## config.mk

```make
export PLATFORM = sky130hd
export DESIGN_NAME = run_detector
export DESIGN_NICKNAME = d
export VERILOG_FILES = /design/src/rtl/run_det_pkg.sv /design/src/rtl/run_det_sat_cnt.sv /design/src/rtl/run_detector.sv
export SDC_FILE = /design/constraint.sdc
export NUM_CORES = 1
export LEC_CHECK = 0
export CAP_MARGIN = 20
export CORE_AREA = 2 2 39 41
export CTS_CLUSTER_DIAMETER = 150
export CTS_CLUSTER_SIZE = 12
export DETAILED_ROUTE_END_ITERATION = 6
export DIE_AREA = 0 0 41 43
export DONT_BUFFER_PORTS = 1
export PLACE_DENSITY = 0.47
export SETUP_SLACK_MARGIN = 0.02
export SLEW_MARGIN = 15
export SYNTH_ARGS = -nofsm -noshare
export SYNTH_HDL_FRONTEND = slang
export SYNTH_SLANG_ARGS = --single-unit
```

## constraint.sdc

```tcl
create_clock -name Clock -period 1.4 [get_ports Clock]
set_input_delay 0.42 -clock Clock [delete_from_list [all_inputs] [get_ports Clock]]
set_output_delay 0.42 -clock Clock [all_outputs]
set_load 0.01 [all_outputs]
```

## src/rtl/run_det_pkg.sv

```systemverilog
// Shared types and defaults for the run-length detector.
package run_det_pkg;

  typedef enum logic [1:0] {
    IDLE = 2'b00,
    RUN  = 2'b01,
    HIT  = 2'b10
  } run_state_e;

  localparam int DEF_RUN_LEN = 2;
  localparam int DEF_CNT_W   = 4;

endpackage

```

## src/rtl/run_det_sat_cnt.sv

```systemverilog
// Saturating up-counter with synchronous clear and enable.
// Exposes its next value so the FSM can decide on the same edge.
module run_det_sat_cnt #(
  parameter int CNT_W = 4
) (
  input  logic             clk,
  input  logic             rst_n,
  input  logic             i_clr,
  input  logic             i_inc,
  output logic [CNT_W-1:0] o_cnt,
  output logic [CNT_W-1:0] o_cnt_nxt
);

  localparam logic [CNT_W-1:0] LP_MAX = '1;

  logic [CNT_W-1:0] r_cnt;
  logic [CNT_W-1:0] w_cnt_nxt;

  always_comb begin
    w_cnt_nxt = r_cnt;
    if (i_clr) begin
      w_cnt_nxt = '0;
    end else if (i_inc && (r_cnt != LP_MAX)) begin
      w_cnt_nxt = r_cnt + 1'b1;
    end
  end

  always_ff @(posedge clk or negedge rst_n) begin
    if (!rst_n) begin
      r_cnt <= '0;
    end else begin
      r_cnt <= w_cnt_nxt;
    end
  end

  assign o_cnt     = r_cnt;
  assign o_cnt_nxt = w_cnt_nxt;

endmodule

```

## src/rtl/run_detector.sv

```systemverilog
// Moore run-length detector; z high while RUN_LEN+ matches in a row.
// Define RUN_DET_PULSE_EN to build the z_pulse entry strobe.
module run_detector
  import run_det_pkg::*;
#(
  parameter int RUN_LEN = DEF_RUN_LEN,
  parameter int CNT_W   = DEF_CNT_W
) (
  input  logic             Clock,
  input  logic             Resetn,
  input  logic             w,
  input  logic             pol,
  input  logic             en,
  input  logic             clr,
  output logic             z,
  output logic             z_pulse,
  output logic [CNT_W-1:0] run_cnt
);

  if ((RUN_LEN < 1) || (RUN_LEN > (2**CNT_W) - 1)) begin : g_bad_run_len
    $error("run_detector: RUN_LEN out of range for CNT_W");
  end

  localparam logic [CNT_W-1:0] LP_RUN = CNT_W'(RUN_LEN);

  run_state_e       r_state;
  run_state_e       w_state_nxt;
  logic             w_match;
  logic             w_illegal;
  logic             w_cnt_clr;
  logic             w_cnt_inc;
  logic [CNT_W-1:0] w_cnt;
  logic [CNT_W-1:0] w_cnt_nxt;

  assign w_match   = (w == pol);
  assign w_illegal = (r_state != IDLE) && (r_state != RUN) &&
                     (r_state != HIT);
  // Illegal state also clears the count so state and count stay consistent.
  assign w_cnt_clr = clr | w_illegal | (en & ~w_match);
  assign w_cnt_inc = en & w_match;

  run_det_sat_cnt #(
    .CNT_W(CNT_W)
  ) u_cnt (
    .clk      (Clock),
    .rst_n    (Resetn),
    .i_clr    (w_cnt_clr),
    .i_inc    (w_cnt_inc),
    .o_cnt    (w_cnt),
    .o_cnt_nxt(w_cnt_nxt)
  );

  always_comb begin
    w_state_nxt = r_state;
    if (clr || w_illegal) begin
      w_state_nxt = IDLE;
    end else if (en) begin
      if (!w_match) begin
        w_state_nxt = IDLE;
      end else if (w_cnt_nxt >= LP_RUN) begin
        w_state_nxt = HIT;
      end else begin
        w_state_nxt = RUN;
      end
    end
  end

  always_ff @(posedge Clock or negedge Resetn) begin
    if (!Resetn) begin
      r_state <= IDLE;
    end else begin
      r_state <= w_state_nxt;
    end
  end

  assign z       = (r_state == HIT);
  assign run_cnt = w_cnt;

`ifdef RUN_DET_PULSE_EN
  logic r_pulse;

  always_ff @(posedge Clock or negedge Resetn) begin
    if (!Resetn) begin
      r_pulse <= 1'b0;
    end else begin
      r_pulse <= (w_state_nxt == HIT) && (r_state != HIT);
    end
  end

  assign z_pulse = r_pulse;
`else
  assign z_pulse = 1'b0;
`endif

endmodule

```

==> metrics <==
status finished with violations; failing checks setup timing; DR vias 320; Tmin final 1.417 ns; post-layout net count 60; Final Setup Violations 1; CTS buffer count 3; final wirelength 732 um; period utilization 101.2%; largest net degree at the start of global routing 7; leakage 0.2584 nW; CP Class flip-flop to flip-flop; Worst Hold Class input pin to flip-flop; worst-skew pair later-pin latency 0.23 ns; final slew viol count 0; placed instance area 462.9 um2; fin util 37.52%; GR Overflow Total 0; syn_nets 45; f_max 705.9 MHz; Reg-to-Reg End r_state[1]; Root Buffer clkbuf_4; CORE AREA 1384 um2; Worst Path Required 1.52 ns; CP max FO 3; Pre-antenna DRT Iters 4; DIE HEIGHT 43 um; sequential share of the synthesized area 40.00%; final hold violation count 0; Mapped Cells 38; die width 41 um; PwrDens 847.8 nW/um2; clk sinks 6; I/O pins 12; Mapped Area 375.4 um2; CP arrival 1.53 ns; CTS tree built; register bit count reported by yosys 6; Vias per Instance 4.776; Area Overhead vs Synth 38.33%; r2r setup slk -0.02 ns; Residual DRC 0; share of cells above drive strength 1 43.14%; peak supply drop 0.4272 mV; maxcap violations 0; RePlAce Congestion 0.7386; initial antenna violation count 0; count of different cell masters after synthesis 23; Synth Warn # 0; Initial Utilization 27.12%; Worst Setup EP r_state[1]; Worst Hold Depth 2; design area 519.2 um2; first-pass GRT wire length 1062 um; Inst Count DP 62; worst hold slack 0.3600 ns; antenna-violating nets left 0; vias in the first global route 289; crit path from u_cnt.o_cnt[1]; setup slack after layout -0.01654 ns; crit end category flip-flop; Reg clk slew, reported paths 0.04 ns; CTS HTree Levels 1; row cnt 14; RSZ-0062 raised after global routing true; CTS Buffer Depth 2; non-filler instance count after layout 67; GRT Resource Usage Total 9.321%; number of diodes 0; IO buf count 0; startpoint types flip-flop; die area 1763 um2; setup TNS -0.01654 ns; R2R Path Start u_cnt.o_cnt[1]; FF-to-FF path depth 6; Mean Syn Cell Area 9.878 um2; DR iter-0 viols 6; WL/cell 10.93 um; Worst Skew 0.003644 ns
-- where the power goes --
group	internal [mW]	switching [mW]
clock	0.0963	0.0525
combinational	0.0515	0.0476
sequential	0.183	0.00907
total	0.331	0.109
-- synthesized netlist by cell type --
library cell	instances	area, um2
nand3_1	4	20.02
conb_1	1	3.750
nand2_1	2	7.510
nor2b_1	2	12.51
nand3_2	1	10.01
a21oi_2	1	8.760
xnor2_1	1	8.760
xnor2_2	1	16.27
inv_1	1	3.750
o31ai_2	1	12.51
dfrtp_1	6	150.1
nand3b_1	1	7.510
a22oi_4	1	21.27
xor2_1	1	8.760
ha_1	1	12.51
nor3_1	1	5.000
nor2_1	4	15.01
or3_1	1	6.260
and2_2	1	7.510
buf_4	1	7.510
a21oi_1	2	10.01
a32o_1	1	10.01
o21ai_1	2	10.01
-- per-stage QoR --
stage | power [mW] | setup WS (ns)
3_5_place_dp | 0.2774 | -0.03030
5_1_grt | 0.4798 | -0.06818
4_1_cts | 0.4394 | -0.02630
3_3_place_gp | 0.2775 | -0.01571
6_report | 0.4402 | -0.01654
2_1_floorplan | 0.2488 | -0.07691
-- cell usage in the layout (no fill, tap or decap) --
cell,instances
o31ai_4,1
a32o_1,1
xor2_1,1
nor2_1,4
nand3_1,3
nand2_1,2
ha_2,1
nand3_2,2
a21oi_1,2
nor2b_1,2
buf_4,10
a21oi_2,1
xnor2_2,2
conb_1,1
or3_1,1
nor3_1,1
o21ai_1,2
dlygate4sd3_1,1
inv_1,1
clkbuf_4,3
a22oi_4,1
and2_2,1
nand3b_1,1
dfrtp_1,6
-- sequential cells by signal, indices dropped and copies added, names as in the netlist --
register     flops
r_state          2
u_cnt.o_cnt      4
-- critical path: stages (launching register included) --
cell	delay, ns
dfrtp_1	0.38
ha_2	0.21
nand3_2	0.09
nand3_2	0.09
o31ai_4	0.24
a21oi_2	0.08
a32o_1	0.21
-- timing repair --
action / 4_1_cts / 5_1_grt
gates cloned: 0 / 0
setup buffers: 0 / 1
hold buffers: 1 / 0
gates resized for setup: 0 / 2
endpoints found under the hold margin: 6 / 0
endpoints found under the setup margin: 1 / 2
pin swaps: 1 / 1
-- cells by family (layout without fill, tap and decap cells) --
group | count (synthesis) | count (layout) | share of synthesized area, %
and+or+nand+nor | 17 | 17 | 24.33
xor gates and xnor gates | 3 | 3 | 9.002
other | 1 | 1 | 0.9990
adders and majority gates | 1 | 1 | 3.333
AOI/OAI and AO/OA | 8 | 8 | 19.33
DFF | 6 | 6 | 40.00
buffers and inverters | 2 | 15 | 3.000
-- layer usage --
layer / track usage, % / up-vias / share of wire, %
met1: 9.603 / 149 / 40
met2: 13.44 / 9 / 53
met3: 4.712 / 2 / 4.9
met5: 0 / - / 0
li1: - / 160 / -
met4: 7.333 / 0 / 1.8
-- area by class of cell --
cell class / instances / area, um2
multi-input combinational: 30 / 237.7
timing repair buffer: 11 / 85.08
sequential: 6 / 150.1
clock buffer: 3 / 22.52
inverter: 1 / 3.754
fill: 155 / 864.6
tap: 16 / 20.02
-- worst min-delay path by stage --
stage | from | to | slack (ns)
floorplan | Resetn | r_state[0] | 0.12
global placement | Resetn | u_cnt.o_cnt[3] | 0.12
detailed placement | Resetn | u_cnt.o_cnt[3] | 0.12
CTS | en | u_cnt.o_cnt[3] | 0.35
global route | en | u_cnt.o_cnt[3] | 0.34
finish | en | u_cnt.o_cnt[3] | 0.36
(Power assumes the default switching activity.)
